--- src/rtl/key_pkg.sv ---
// Shared constants for the push-button debouncer: FSM state encoding and the
// system clock frequency the cycle-count defaults are derived from.
package key_pkg;

    localparam int CLK_FREQ = 50_000_000;

    typedef enum logic [1:0] {
        IDLE       = 2'd0,
        PRESS_FILT = 2'd1,
        DOWN       = 2'd2,
        REL_FILT   = 2'd3
    } db_state_e;

endpackage

--- src/rtl/key_debounce.sv ---
// Push-button debouncer: synchronises the raw pin, filters bounce on both edges
// and emits registered single-cycle press / release / long-press pulses plus
// the debounced level.
module key_debounce
    import key_pkg::*;
#(
    parameter int DB_CYCLES      = CLK_FREQ / 50,   // 20 ms
    parameter int LONG_CYCLES    = CLK_FREQ,        // 1 s
    parameter bit KEY_ACTIVE_LOW = 1'b1
) (
    input  logic clk,
    input  logic rst,
    input  logic key_in,
    output logic key_flag,
    output logic key_rel,
    output logic key_long,
    output logic key_state
);

    localparam int FCNT_W = $clog2(DB_CYCLES);
    localparam int HCNT_W = $clog2(LONG_CYCLES);
    localparam logic [FCNT_W-1:0] FCNT_LAST = FCNT_W'(DB_CYCLES - 1);
    localparam logic [HCNT_W-1:0] HCNT_LAST = HCNT_W'(LONG_CYCLES - 1);
    // Pin level of a released key; the synchroniser powers up here so reset
    // never looks like a press.
    localparam logic IDLE_LVL = KEY_ACTIVE_LOW;

    logic              sync_q1, sync_q2;
    logic              pressed;

    db_state_e         state, state_n;
    logic [FCNT_W-1:0] fcnt, fcnt_n;
    logic [HCNT_W-1:0] hcnt, hcnt_n;
    logic              long_done, long_done_n;
    logic              flag_n, rel_n, long_n, level_n;

    // Two-flop synchroniser for the asynchronous pin.
    // NOTE: sequential state uses non-blocking (<=) so every flop samples the
    // pre-edge value of its neighbours, which is what makes the chain a pipeline.
    always_ff @(posedge clk or posedge rst) begin
        if (rst) begin
            sync_q1 <= IDLE_LVL;
            sync_q2 <= IDLE_LVL;
        end else begin
            sync_q1 <= key_in;
            sync_q2 <= sync_q1;
        end
    end

    assign pressed = KEY_ACTIVE_LOW ? ~sync_q2 : sync_q2;

    // State, counters and registered pulse outputs.
    // NOTE: every flop here has an async reset value; there is no memory array,
    // so nothing is left un-reset.
    always_ff @(posedge clk or posedge rst) begin
        if (rst) begin
            state     <= IDLE;
            fcnt      <= '0;
            hcnt      <= '0;
            long_done <= 1'b0;
            key_flag  <= 1'b0;
            key_rel   <= 1'b0;
            key_long  <= 1'b0;
            key_state <= 1'b0;
        end else begin
            state     <= state_n;
            fcnt      <= fcnt_n;
            hcnt      <= hcnt_n;
            long_done <= long_done_n;
            key_flag  <= flag_n;
            key_rel   <= rel_n;
            key_long  <= long_n;
            key_state <= level_n;
        end
    end

    // Next-state, counter updates and pulse decisions.
    // NOTE: every variable gets a default first so no path through the case
    // leaves one unassigned, which would otherwise infer a latch.
    always_comb begin
        state_n     = state;
        fcnt_n      = fcnt;
        hcnt_n      = hcnt;
        long_done_n = long_done;
        flag_n      = 1'b0;
        rel_n       = 1'b0;
        long_n      = 1'b0;
        level_n     = key_state;

        unique case (state)
            IDLE: begin
                fcnt_n = '0;
                if (pressed) state_n = PRESS_FILT;
            end

            PRESS_FILT: begin
                if (!pressed) begin
                    state_n = IDLE;
                    fcnt_n  = '0;
                end else if (fcnt == FCNT_LAST) begin
                    state_n     = DOWN;
                    flag_n      = 1'b1;
                    level_n     = 1'b1;
                    hcnt_n      = '0;
                    long_done_n = 1'b0;
                end else begin
                    fcnt_n = fcnt + 1'b1;
                end
            end

            DOWN: begin
                if (hcnt < HCNT_LAST) hcnt_n = hcnt + 1'b1;
                // A release sample takes priority; an expiry that coincides
                // with it is reported on return from REL_FILT instead.
                if (!pressed) begin
                    state_n = REL_FILT;
                    fcnt_n  = '0;
                end else if (hcnt == HCNT_LAST && !long_done) begin
                    long_n      = 1'b1;
                    long_done_n = 1'b1;
                end
            end

            REL_FILT: begin
                // hcnt is frozen here so a release bounce does not lose the hold.
                if (pressed) begin
                    state_n = DOWN;
                end else if (fcnt == FCNT_LAST) begin
                    state_n = IDLE;
                    rel_n   = 1'b1;
                    level_n = 1'b0;
                    fcnt_n  = '0;
                end else begin
                    fcnt_n = fcnt + 1'b1;
                end
            end

            default: state_n = IDLE;
        endcase
    end

endmodule

--- config.mk ---
export PLATFORM = sky130hd
export DESIGN_NAME = key_debounce
export DESIGN_NICKNAME = d
export VERILOG_FILES = /design/src/rtl/key_pkg.sv /design/src/rtl/key_debounce.sv
export SDC_FILE = /design/constraint.sdc
export NUM_CORES = 1
export LEC_CHECK = 0
export ABC_AREA = 1
export CAP_MARGIN = 20
export CORE_MARGIN = 2
export CORE_UTILIZATION = 40
export CTS_CLUSTER_DIAMETER = 80
export DETAILED_ROUTE_END_ITERATION = 12
export PLACE_DENSITY = 0.57
export SLEW_MARGIN = 20
export SYNTH_ARGS = -nofsm -noshare
export SYNTH_HDL_FRONTEND = slang
export SYNTH_SLANG_ARGS = --single-unit
--- constraint.sdc ---
create_clock -name clk -period 2.33 [get_ports clk]
set_input_delay 0.5825 -clock clk [delete_from_list [all_inputs] [get_ports clk]]
set_output_delay 0.5825 -clock clk [all_outputs]
set_load 0.005 [all_outputs]
# Word-level counts from Yosys, hierarchy flattened
# Index checks and enable logic that the tools add are counted.
# word_totals
ff_bits,55
output_inout_bits,4
word_cells,74
# op_classes
add_sub_neg,2
magnitude_cmp,1
eq_ne,17
muxes,34
n_reduce_logical,10
# op_table
cell,count
$mux W20,5
$pmux W20 S4,1
$mux W26,3
$pmux W26 S2,1
$add A26 B1 Y26 const B,1
$eq A26 B26 Y1 const B,1
$lt A26 B26 Y1 const B,1
$add A20 B1 Y20 const B,1
$eq A20 B20 Y1 const B,1
$ne A2 B2 Y1 const B,9
$mux W1,15
$mux W2,6
$reduce_and A5 Y1,2
$ne A3 B3 Y1 const B,3
$pmux W2 S4,1
$reduce_and A4 Y1,2
$eq A2 B2 Y1 const B,2
$pmux W1 S2,2
$reduce_bool A2 Y1,2
$reduce_and A3 Y1,1
$eq A2 B1 Y1 const B,1
$logic_not A2 Y1,1
$logic_and A1 B1 Y1,1
$logic_not A1 Y1,1

# Longest topological paths before layout
# logic_depth
word_depth,5
ltp_mapped,11
ltp_nobuf,11

# Worst setup path after synthesis
# No wires, ideal clock.
# synth_timing
path_type,flip-flop to flip-flop
from,register fcnt[0]
to,register fcnt[2]
setup_ns,0.120
arrival_ns,1.452
t_required_ns,2.210
setup_slack_ns,0.758
path_stages_with_launch,12
period_less_slack_ns,1.572
cell_sequence,dfrtp_1 -> ha_1 -> nand2_2 -> nor2_4 -> nand2_2 -> inv_2 -> nand3_4 -> nand2_4 -> inv_2 -> buf_6 -> nand2_1 -> o21ai_2
# synth_via
elab_chain_cells,4
elab_cells_between_ends,9
# synth_lines
item,line,rtl
start: declaration,key_debounce.sv:32,"logic [FCNT_W-1:0] fcnt, fcnt_n;"
start signal: assignment,key_debounce.sv:67,fcnt <= fcnt_n;
$add A20 B1 Y20 or $eq A20 B20 Y1 (tied branches),n/a,
$mux W20 (on tied branches),"key_debounce.sv:128, key_debounce.sv:100",
$mux W20 (on tied branches),"key_debounce.sv:126, key_debounce.sv:97",
$pmux W20 S4,key_debounce.sv:90,unique case (state)
# Several ways; a longest one is shown, not always the timed one. The select of a mux whose other input is x is not followed.
# A chain may end at the register's enable or synchronous reset.

# Worst setup path in the final report
# layout_timing
from,register fcnt[0]
to,register fcnt[18]
# The elaborated chain is that of the path after synthesis.

==> metrics <==
Post-Synthesis Cells=~600; vias in the first global route=3685; Worst Tran Pin Value=0.4911 ns; met2 routed WL=5061 um; startpoint types=register; Final nets=615; number of flops mapped to enable cells by yosys=0; Yosys reg bits=between 50 and 60; Post-Route M1 WL=roughly 4400 um; synthesized net count=608; Hold Buf Count CTS=0; crit path kind=reg2reg; Critical Path AT=about 2.2 ns; clock tree sinks=between 50 and 60; Reg clk slew, reported paths=~0.10 ns; Setup Slack @ Placement=between 0.3 and 0.4 ns; minimum clock period=about 2.0 ns; Leakage=approximately 0.0018 uW; largest net degree at the start of global routing=35; Initial Util=0.4080; antenna diode count=0; Die Ht=around 100 um; endpoints failing hold=0; relative slew slack=0.6701; Die W=between 100 and 150 um; PortBufs=6; Post-CTS Resized=0; num ports=7; TritonCTS clock tree=done; Main synth FF type=dfrtp_1; Core Box Area=between 9000 and 10000 um2; cts bufs inserted=5; die area=10640 um2; DR iter-0 viols=between 150 and 200; vias=3688; Antenna Nets Post-Route=0; WL met3=between 300 and 400 um; RSZ-0062 raised after global routing=no; final worst slack=~0.34 ns; sequential fraction of the synthesis area=0.3506; Residual DRC=0; VDD IR-drop max=0.1948 mV; Max Cap Violations=0; Yosys Warn Count=0; routed length per instance=13.57 um; Fin Setup TNS=0 ns; Area growth syn-to-layout=6.618%; CP max FO=21; Root Buffer=clkbuf_8; total congestion overflow=0; drt pass-1 iters=4; R2R cell count=11; register area=~1400 um2; area of the mapped netlist=between 3000 and 4000 um2; site row count=36; fin crit share=0.8523; htree depth=2; worst hold path type=reg2reg; global-route wire length before repair=between 15000 and 20000 um; CP endpoint kind=register; fin. max-slew vios=0; antenna violations before repair=0; Multi-input gate area=2191 um2; Worst Skew=around 0.0048 ns; WP data required=about 2.6 ns; gr usage total=0.2137; post-DP HPWL=7560 um; vias per inst=slightly below 5; Fill cells=1047; Async S/R FF share, synth=1.000; Setup Fix Bufs, Post-CTS=0; share of the synthesized area in the top cell type=0.3373; Clock Latency Late Sink=approximately 0.32 ns; synth unique cells=40; commonest non-fill, non-tap cell in the layout=nand2_1; Final Wtd Congestion=0.9092; power density cells=368.7 nW/um2; ranking of synthesized cells by area=dfrtp_1, nand2_1, nor2_1; Max Freq=0.5036 GHz; final WL=10100 um; CTS Buffer Depth=2; average cell area after synthesis=approximately 6.5 um2; status=completed; top sig layer=met4; final setup vio count=0; Yosys top cell by area=dfrtp_1; Hold Path Depth=0; layout cells sized above 1=0.09002; leading cell types in the layout, fill and taps excluded=nand2_1, nor2_1, nand3_1
[where the power goes]
group          switching, uW  internal [uW]  total (uW)
registers               5.80            959         965
logic                   36.3           10.2        46.4
clock network            322            212         535
[path summary, 6_finish.rpt]
check,start,to,slack (ns)
worst min-delay path,sync_q1,sync_q2,0.36
worst max-delay path,fcnt[0],fcnt[18],0.34
worst min register to register,sync_q1,sync_q2,0.36
max in group asynchronous,rst,sync_q2,1.31
min in group asynchronous,rst,key_rel,0.61
worst max register to register,fcnt[0],fcnt[18],0.34
[state kept, by name, summed over array words and instances (netlist names), named ones only]
name       cells
hcnt          26
key_rel        1
key_long       1
sync_q1        1
fcnt          20
long_done      1
key_flag       1
state          1
key_state      1
sync_q2        1
[worst max-delay path, stage by stage (launching register included)]
cell and delay (ns):
dfrtp_1 0.41, ha_1 0.22, nand2_2 0.09, nor2_4 0.18, nand2_2 0.08, inv_2 0.08, nand3_4 0.15, nand2_4 0.24
inv_2 0.17, nand2_1 0.14, nand2_1 0.06, nor2_1 0.10
[cells in the mapped netlist (2+ instances only)]
cell type and count:
buf_2 5, nor2_2 9, xnor2_1 6, nand3b_1 2, inv_2 8, nand2_1 199, nand4_1 19, dfrtp_1 53
o2111ai_1 3, nand2_2 6, clkinv_1 2, xor2_1 7, nand2_4 2, nand3_2 2, nor2_1 105, buf_6 5
buf_4 3, o21ai_2 3, o21ai_0 7, inv_1 58, nor3_1 5, nor2_4 4, dfstp_2 2, o21ai_1 6
a21oi_1 6, ha_1 2, nand3_1 60, nor3b_1 2
[routing by layer]
metal | track usage | vias to the layer above
li1 | - | 1917
met1 | 0.2503 | 1676
met2 | 0.3906 | 73
met3 | 0.03322 | 22
met4 | 0.08097 | 0
met5 | 0 | -
[cells by family after synthesis]
| logic type | after synthesis | share of synthesized area |
|---|---|---|
| DFF | 55 | 0.3506 |
| xor gates and xnor gates | 13 | 0.02895 |
| buffers and inverters | 82 | 0.09227 |
| AOI/OAI and AO/OA | 30 | 0.04868 |
| and+or+nand+nor | 421 | 0.4731 |
| adders and majority gates | 2 | 0.006362 |
[final cells by class]
cell class / instances / share of cell area
clock buffer: 7 / 0.01820
inverter: 68 / 0.06088
timing repair buffer: 14 / 0.02865
clock inverter: 1 / 0.001194
sequential: 55 / 0.3289
multi-input combinational: 466 / 0.5225
tap: 133 / 0.03969
[stage by stage]
step           utilization  cell area, um2  cells  power [uW]  hold WS, ns
6_report            0.4350            4193    744        1546       0.3624
5_1_grt             0.4350            4193    744        1626       0.3748
4_1_cts             0.4350            4193    744        1581       0.3632
3_5_place_dp        0.4265            4111    736        1032       0.3479
3_3_place_gp        0.4265            4111    736        1031       0.3456
2_1_floorplan            -            3933    603        1011       0.3452
Note: power is estimated with default switching activity, not from simulation.
